==> src/rtl/color_pkg.sv <==
// Shared pixel colour types.
//   color16_t : 16-bit RGB565 pixel (R[15:11], G[10:5], B[4:0]).
package color_pkg;

  typedef logic [15:0] color16_t;

endpackage

==> src/rtl/fb_pkg.sv <==
// Shared framebuffer geometry.
//   FB_WIDTH / FB_HEIGHT : default framebuffer size in pixels.
//   FB_ADDR_W            : write address width able to cover FB_WIDTH*FB_HEIGHT.
//   fb_addr_t            : framebuffer word address.
package fb_pkg;

  localparam int FB_WIDTH  = 320;
  localparam int FB_HEIGHT = 240;
  localparam int FB_ADDR_W = 17;

  typedef logic [FB_ADDR_W-1:0] fb_addr_t;

endpackage

==> src/rtl/fb_addr_calc.sv <==
// Combinational row-major framebuffer address: o_addr = i_y*WIDTH + i_x.
// Kept separate so the multiply can be swapped for a shift-add tree when
// WIDTH is a convenient constant (e.g. 320 = 256 + 64).
// Ports:
//   i_x    : pixel column (assumed < WIDTH)
//   i_y    : pixel row    (assumed < HEIGHT)
//   o_addr : linear address, ADDR_W bits
module fb_addr_calc #(
  parameter int WIDTH  = 320,
  parameter int ADDR_W = 17
) (
  input  logic [15:0]       i_x,
  input  logic [15:0]       i_y,
  output logic [ADDR_W-1:0] o_addr
);

  // With x < WIDTH and y < HEIGHT the result is below WIDTH*HEIGHT, which
  // fits in ADDR_W bits, so doing the arithmetic at ADDR_W cannot overflow.
  assign o_addr = ADDR_W'(i_y) * ADDR_W'(WIDTH) + ADDR_W'(i_x);

endmodule

==> src/rtl/fb_writer.sv <==
// Framebuffer pixel writer: accepts (x, y, colour) beats over a valid/ready
// handshake, drops off-screen pixels and issues one framebuffer write per
// on-screen pixel, in order, through a two-stage pipeline.
//   S1: registers the incoming beat and flags it as clipped if off-screen.
//   S2: holds the write address/data and drives mem_* until granted.
// Optional build macro FB_WRITER_CLIP_COUNT_EN adds clip_count, a
// saturating count of dropped pixels.
// Ports:
//   clk, rst_n            : clock (rising edge), async active-low reset
//   in_pixel_x/_y         : pixel coordinates, unsigned
//   in_color              : RGB565 data
//   in_valid / in_ready   : upstream handshake
//   mem_addr / mem_data   : framebuffer write address / data
//   mem_we / mem_ready    : write strobe / memory grant
//   clip_count            : dropped pixel count (FB_WRITER_CLIP_COUNT_EN only)
//   busy                  : any pipeline stage holds a pixel
module fb_writer
  import color_pkg::*;
  import fb_pkg::*;
#(
  parameter int WIDTH  = FB_WIDTH,
  parameter int HEIGHT = FB_HEIGHT,
  parameter int ADDR_W = FB_ADDR_W   // 2**ADDR_W must be >= WIDTH*HEIGHT
) (
  input  logic              clk,
  input  logic              rst_n,
  input  logic [15:0]       in_pixel_x,
  input  logic [15:0]       in_pixel_y,
  input  color16_t          in_color,
  input  logic              in_valid,
  output logic              in_ready,
  output logic [ADDR_W-1:0] mem_addr,
  output color16_t          mem_data,
  output logic              mem_we,
  input  logic              mem_ready,
`ifdef FB_WRITER_CLIP_COUNT_EN
  output logic [15:0]       clip_count,
`endif
  output logic              busy
);

  logic              r_s1_valid;
  logic [15:0]       r_s1_x;
  logic [15:0]       r_s1_y;
  color16_t          r_s1_color;

  logic              r_s2_valid;
  logic [ADDR_W-1:0] r_s2_addr;
  color16_t          r_s2_data;

  logic              w_accept;
  logic              w_s1_drop;
  logic              w_s1_advance;
  logic              w_s2_commit;
  logic [ADDR_W-1:0] w_s1_addr;

  assign w_s2_commit  = r_s2_valid && mem_ready;
  assign w_s1_drop    = (32'(r_s1_x) >= WIDTH) || (32'(r_s1_y) >= HEIGHT);
  // A clipped pixel never needs S2, so it can leave S1 even during a stall.
  assign w_s1_advance = r_s1_valid && (w_s1_drop || !r_s2_valid || w_s2_commit);
  assign in_ready     = !r_s1_valid || w_s1_advance;
  assign w_accept     = in_valid && in_ready;

  // ---- S1: input register ----
  always_ff @(posedge clk or negedge rst_n) begin
    if (!rst_n) begin
      r_s1_valid <= 1'b0;
    end else if (w_accept) begin
      r_s1_valid <= 1'b1;
    end else if (w_s1_advance) begin
      r_s1_valid <= 1'b0;
    end
  end

  // Payload only matters when r_s1_valid is set, so it carries no reset.
  always_ff @(posedge clk) begin
    if (w_accept) begin
      r_s1_x     <= in_pixel_x;
      r_s1_y     <= in_pixel_y;
      r_s1_color <= in_color;
    end
  end

  fb_addr_calc #(
    .WIDTH  (WIDTH),
    .ADDR_W (ADDR_W)
  ) u_addr_calc (
    .i_x    (r_s1_x),
    .i_y    (r_s1_y),
    .o_addr (w_s1_addr)
  );

  // ---- S2: write register ----
  // Address/data are reset too so the memory bus reads zero during reset.
  always_ff @(posedge clk or negedge rst_n) begin
    if (!rst_n) begin
      r_s2_valid <= 1'b0;
      r_s2_addr  <= '0;
      r_s2_data  <= '0;
    end else if (w_s1_advance && !w_s1_drop) begin
      // Refill in the same cycle as a commit, so no bubble is inserted.
      r_s2_valid <= 1'b1;
      r_s2_addr  <= w_s1_addr;
      r_s2_data  <= r_s1_color;
    end else if (w_s2_commit) begin
      r_s2_valid <= 1'b0;
    end
  end

  assign mem_we   = r_s2_valid;
  assign mem_addr = r_s2_addr;
  assign mem_data = r_s2_data;
  assign busy     = r_s1_valid || r_s2_valid;

`ifdef FB_WRITER_CLIP_COUNT_EN
  logic [15:0] r_clip_count;

  always_ff @(posedge clk or negedge rst_n) begin
    if (!rst_n) begin
      r_clip_count <= '0;
    end else if (w_s1_advance && w_s1_drop && (r_clip_count != 16'hFFFF)) begin
      r_clip_count <= r_clip_count + 16'd1;
    end
  end

  assign clip_count = r_clip_count;
`endif

endmodule

==> config.mk <==
export PLATFORM = sky130hd
export DESIGN_NAME = fb_writer
export DESIGN_NICKNAME = d
export VERILOG_FILES = /design/src/rtl/color_pkg.sv /design/src/rtl/fb_pkg.sv /design/src/rtl/fb_addr_calc.sv /design/src/rtl/fb_writer.sv
export SDC_FILE = /design/constraint.sdc
export NUM_CORES = 1
export LEC_CHECK = 0
export ABC_AREA = 1
export CAP_MARGIN = 20
export CORE_ASPECT_RATIO = 0.6
export CORE_MARGIN = 1.5
export CORE_UTILIZATION = 54
export DETAILED_ROUTE_END_ITERATION = 10
export PLACE_DENSITY = 0.85
export SYNTH_ARGS = -nofsm -noshare
export SYNTH_HDL_FRONTEND = slang
export SYNTH_SLANG_ARGS = --single-unit
==> constraint.sdc <==
create_clock -name clk -period 6.5 [get_ports clk]
set_input_delay 0.975 -clock clk [delete_from_list [all_inputs] [get_ports clk]]
set_output_delay 0.975 -clock clk [all_outputs]
set_load 0.01 [all_outputs]
==> metrics.csv <==
stage;metric;value;unit
synth;post-synthesis instance area;3861;µm²
synth;sequential share of the synthesized area;0.6001;
cts;Setup Buffers After CTS;0;
synth;Cell variety after synth;29;
place;port bufs;87;
layout;Ant. Diodes;0;
global_route;largest net degree at the start of global routing;36;
cts;clock buffer depth;2;
route;Final ANT Viol Nets;0;
timing;Max Fclk;0.2812;GHz
route;number of DRC markers in iteration 0;168;
pwr;leakage;2.335;nW
flow_run;Max-Cap Viols;0;
route;DR pass1 iterations;7;
pwr;Sequential Power Share;0.458;
route;routed wire length;8.429;mm
pwr;Internal;957.1;µW
synth;Post-synth EDFFs;48;
timing;final hold vios;0;
layout;layout cells sized above 1;0.05497;
floorplanning;DIE WIDTH;112.2;µm
route;via count;2896;
status;status;finished, violations left;
synth;top post-synthesis cells by area;edfxtp_1, dfrtp_1, nand2_1;
pwr;Switch Pwr;330.9;µW
cts;Worst-path clk slew;60;ps
synth;synthesized flop and latch total;83;
synth;share of the synthesized area in the top cell type;0.3733;
cts;CTS HTree Levels;3;
synth;cell taking the most area after synthesis;edfxtp_1;
timing;Tmin final;3556;ps
worst_setup_path;crit path max-delay cell type;clkdlybuf4s50_1;
cts;CTS Buf Count;9;
global_route;initial antenna violation count;0;
global_route;first-pass GRT wire length;12.65;mm
synth;Top FF cell, synth;edfxtp_1;
floorplanning;# IOs;88;
floorplanning;num rows;23;
timing;Period Utilization, post-route;0.5471;
cts;Root Buffer;clkbuf_16;
timing;Rel. slew slack;0.3672;
worst_setup_path;CP Data Required Time;5520;ps
pwr;switch share;0.2569;
layout;P&R area growth vs syn;32.18;%
place;hpwl dp;6.175;mm
worst_setup_path;critical path class;input pin to output pin;
layout;most frequent cells in the layout;nand2_1, clkdlybuf4s50_1, edfxtp_1;
layout;nets;548;
synth;ys async rst share;0.4217;
cts;Worst-Skew Late Latency;340;ps
synth;Ys Warns;0;
min_path;Hold WC Path Type;flop to flop;
floorplanning;Chip Height;68.50;µm
pwr;Pwr Density;252.4;nW/µm²
route;# DRC;4;
synth;Gate Count Post-Synth;374;
layout;commonest non-fill, non-tap cell in the layout;nand2_1;
route;WL per Instance;15.05;µm
cts;hold_buf cts;0;
floorplanning;core area;6792;µm²
timing;setup TNS;0;ps
global_route;vias in the first global route;2661;
pwr;Comb pwr share;0.164;
route;routed vias/inst;5.171;
place;dpl cells;544;
global_route;Global Route Usage Sum;0.2255;
timing;Final Setup Violations;0;
cts;TritonCTS clock tree;done;
place;dpl cell area;4813;µm²
cts;CTS-repair resized insts;0;
floorplanning;die area;7683;µm²
place;GP Congestion;0.9093;
status;violated checks;design-rule violations;
worst_setup_path;Critical Path Sink Type;output pin;
worst_setup_path;crit-path max FO;3;
global_route;total grt overflow;0;
synth;syn_nets;454;
synth;Syn Area/Cell;10.32;µm²
worst_setup_path;CP cell instances;clkdlybuf4s50_1 > nor2_1 > inv_1 > nor2_1 > inv_1 > clkdlybuf4s50_1;
pwr;Peak supply drop;0.0001368;V
layout;final core occ;0.7515;
timing;Setup Skew;9.348;ps
worst_setup_path;CP arrival;2580;ps
timing;RSZ-0062 raised after global routing;false;
timing;worst-margin pin slew;946.9;ps
cts;clock sinks;83;
worst_setup_path;CP startpoint kind;input pin;
layout;final instance area;5104;µm²
floorplanning;initial core utilization;0.5685;
pwr;Clock power frac;0.378;
worst_setup_path;Crit path buffers/inverters;4;
worst_setup_path;slowest stage delay, CP;490;ps
timing;Slew Viols, Final;0;
layout;non-filler instance count after layout;560;
worst_setup_path;Crit path max-delay family;buffers and inverters;
## worst paths after layout
check                      slack (ps)               startpoint  depth (start not counted)                        to
max                              2940                mem_ready                          6                  in_ready
min                               440  r_s1_color[7]$_DFFE_PP_                          2   mem_data[7]$_DFFE_PN0P_
max reg2reg                      3430      r_s1_y[1]$_DFFE_PP_                         19  mem_addr[16]$_DFFE_PN0P_
min reg2reg                       440  r_s1_color[7]$_DFFE_PP_                          2   mem_data[7]$_DFFE_PN0P_
max in group asynchronous        5280                    rst_n                          1  mem_addr[10]$_DFFE_PN0P_
min in group asynchronous         730                    rst_n                          1   mem_data[0]$_DFFE_PN0P_
## stage by stage
| step | hold slack (ps) | setup WS [ps] | total power [mW] |
|---|---|---|---|
| 2_1_floorplan | 418.4 | 2829 | 0.7336 |
| 3_3_place_gp | 420.1 | 3002 | 0.7991 |
| 3_5_place_dp | 427.6 | 2956 | 0.8089 |
| 4_1_cts | 441.9 | 2952 | 1.297 |
| 5_1_grt | 464.8 | 2891 | 1.342 |
| 6_report | 439.3 | 2944 | 1.288 |
## worst min-delay path: cells and delay by family, from the launching register on
family / cells / cell delay (ps)
flip-flops: 1 / 320
AND/OR/NAND/NOR: 2 / 90
## sequential cells by signal (all words and copies together) (netlist names)
register and flops:
mem_addr 17, mem_data 16, mem_we 1, r_s1_color 16, r_s1_valid 1, r_s1_x 16
r_s1_y 16
## power by group through the flow
stage	Sequential, mW	Combinational, mW	Clock, mW
2_1_floorplan	0.597	0.136	0
3_3_place_gp	0.599	0.200	0
3_5_place_dp	0.599	0.210	0
4_1_cts	0.589	0.211	0.497
5_1_grt	0.591	0.237	0.515
6_report	0.589	0.212	0.487
## cell usage after synthesis, types with 2 or more instances
master and count:
xor2_1 5, ha_1 26, inv_1 30, or2_2 3
o21ai_1 5, xnor2_1 6, a21oi_1 12, nor2_1 26
nand4_1 2, dfrtp_1 35, o211ai_1 2, edfxtp_1 48
buf_6 2, nand3_1 14, buf_2 3, o21ai_0 3
nand2_1 139, fa_1 2
## logic make-up after synthesis
| kind of cell | share of synthesized area |
|---|---|
| flops | 0.6001 |
| simple gates | 0.2061 |
| xor+xnor | 0.02495 |
| fa+ha+maj | 0.09462 |
| compound gates | 0.03532 |
| buf+inv | 0.03888 |
## final cells by class
type,count,area (µm²)
fillers,470,1688
repair buffers,88,873.3
well taps,87,108.9
inverters,30,112.6
clock inverters,4,33.78
clock buffers,12,256.5
multi-input cells,256,1401
flip-flops and latches,83,2317
## routing by layer
layer / global-route usage / part of all wire / vias to the layer above
li1: - / - / 1413
met1: 0.3080 / 0.47 / 1355
met2: 0.3589 / 0.45 / 121
met3: 0.07255 / 0.075 / 7
met4: 0.05538 / 0.0085 / 0
met5: 0 / 0 / -
(Power assumes the default switching activity.)
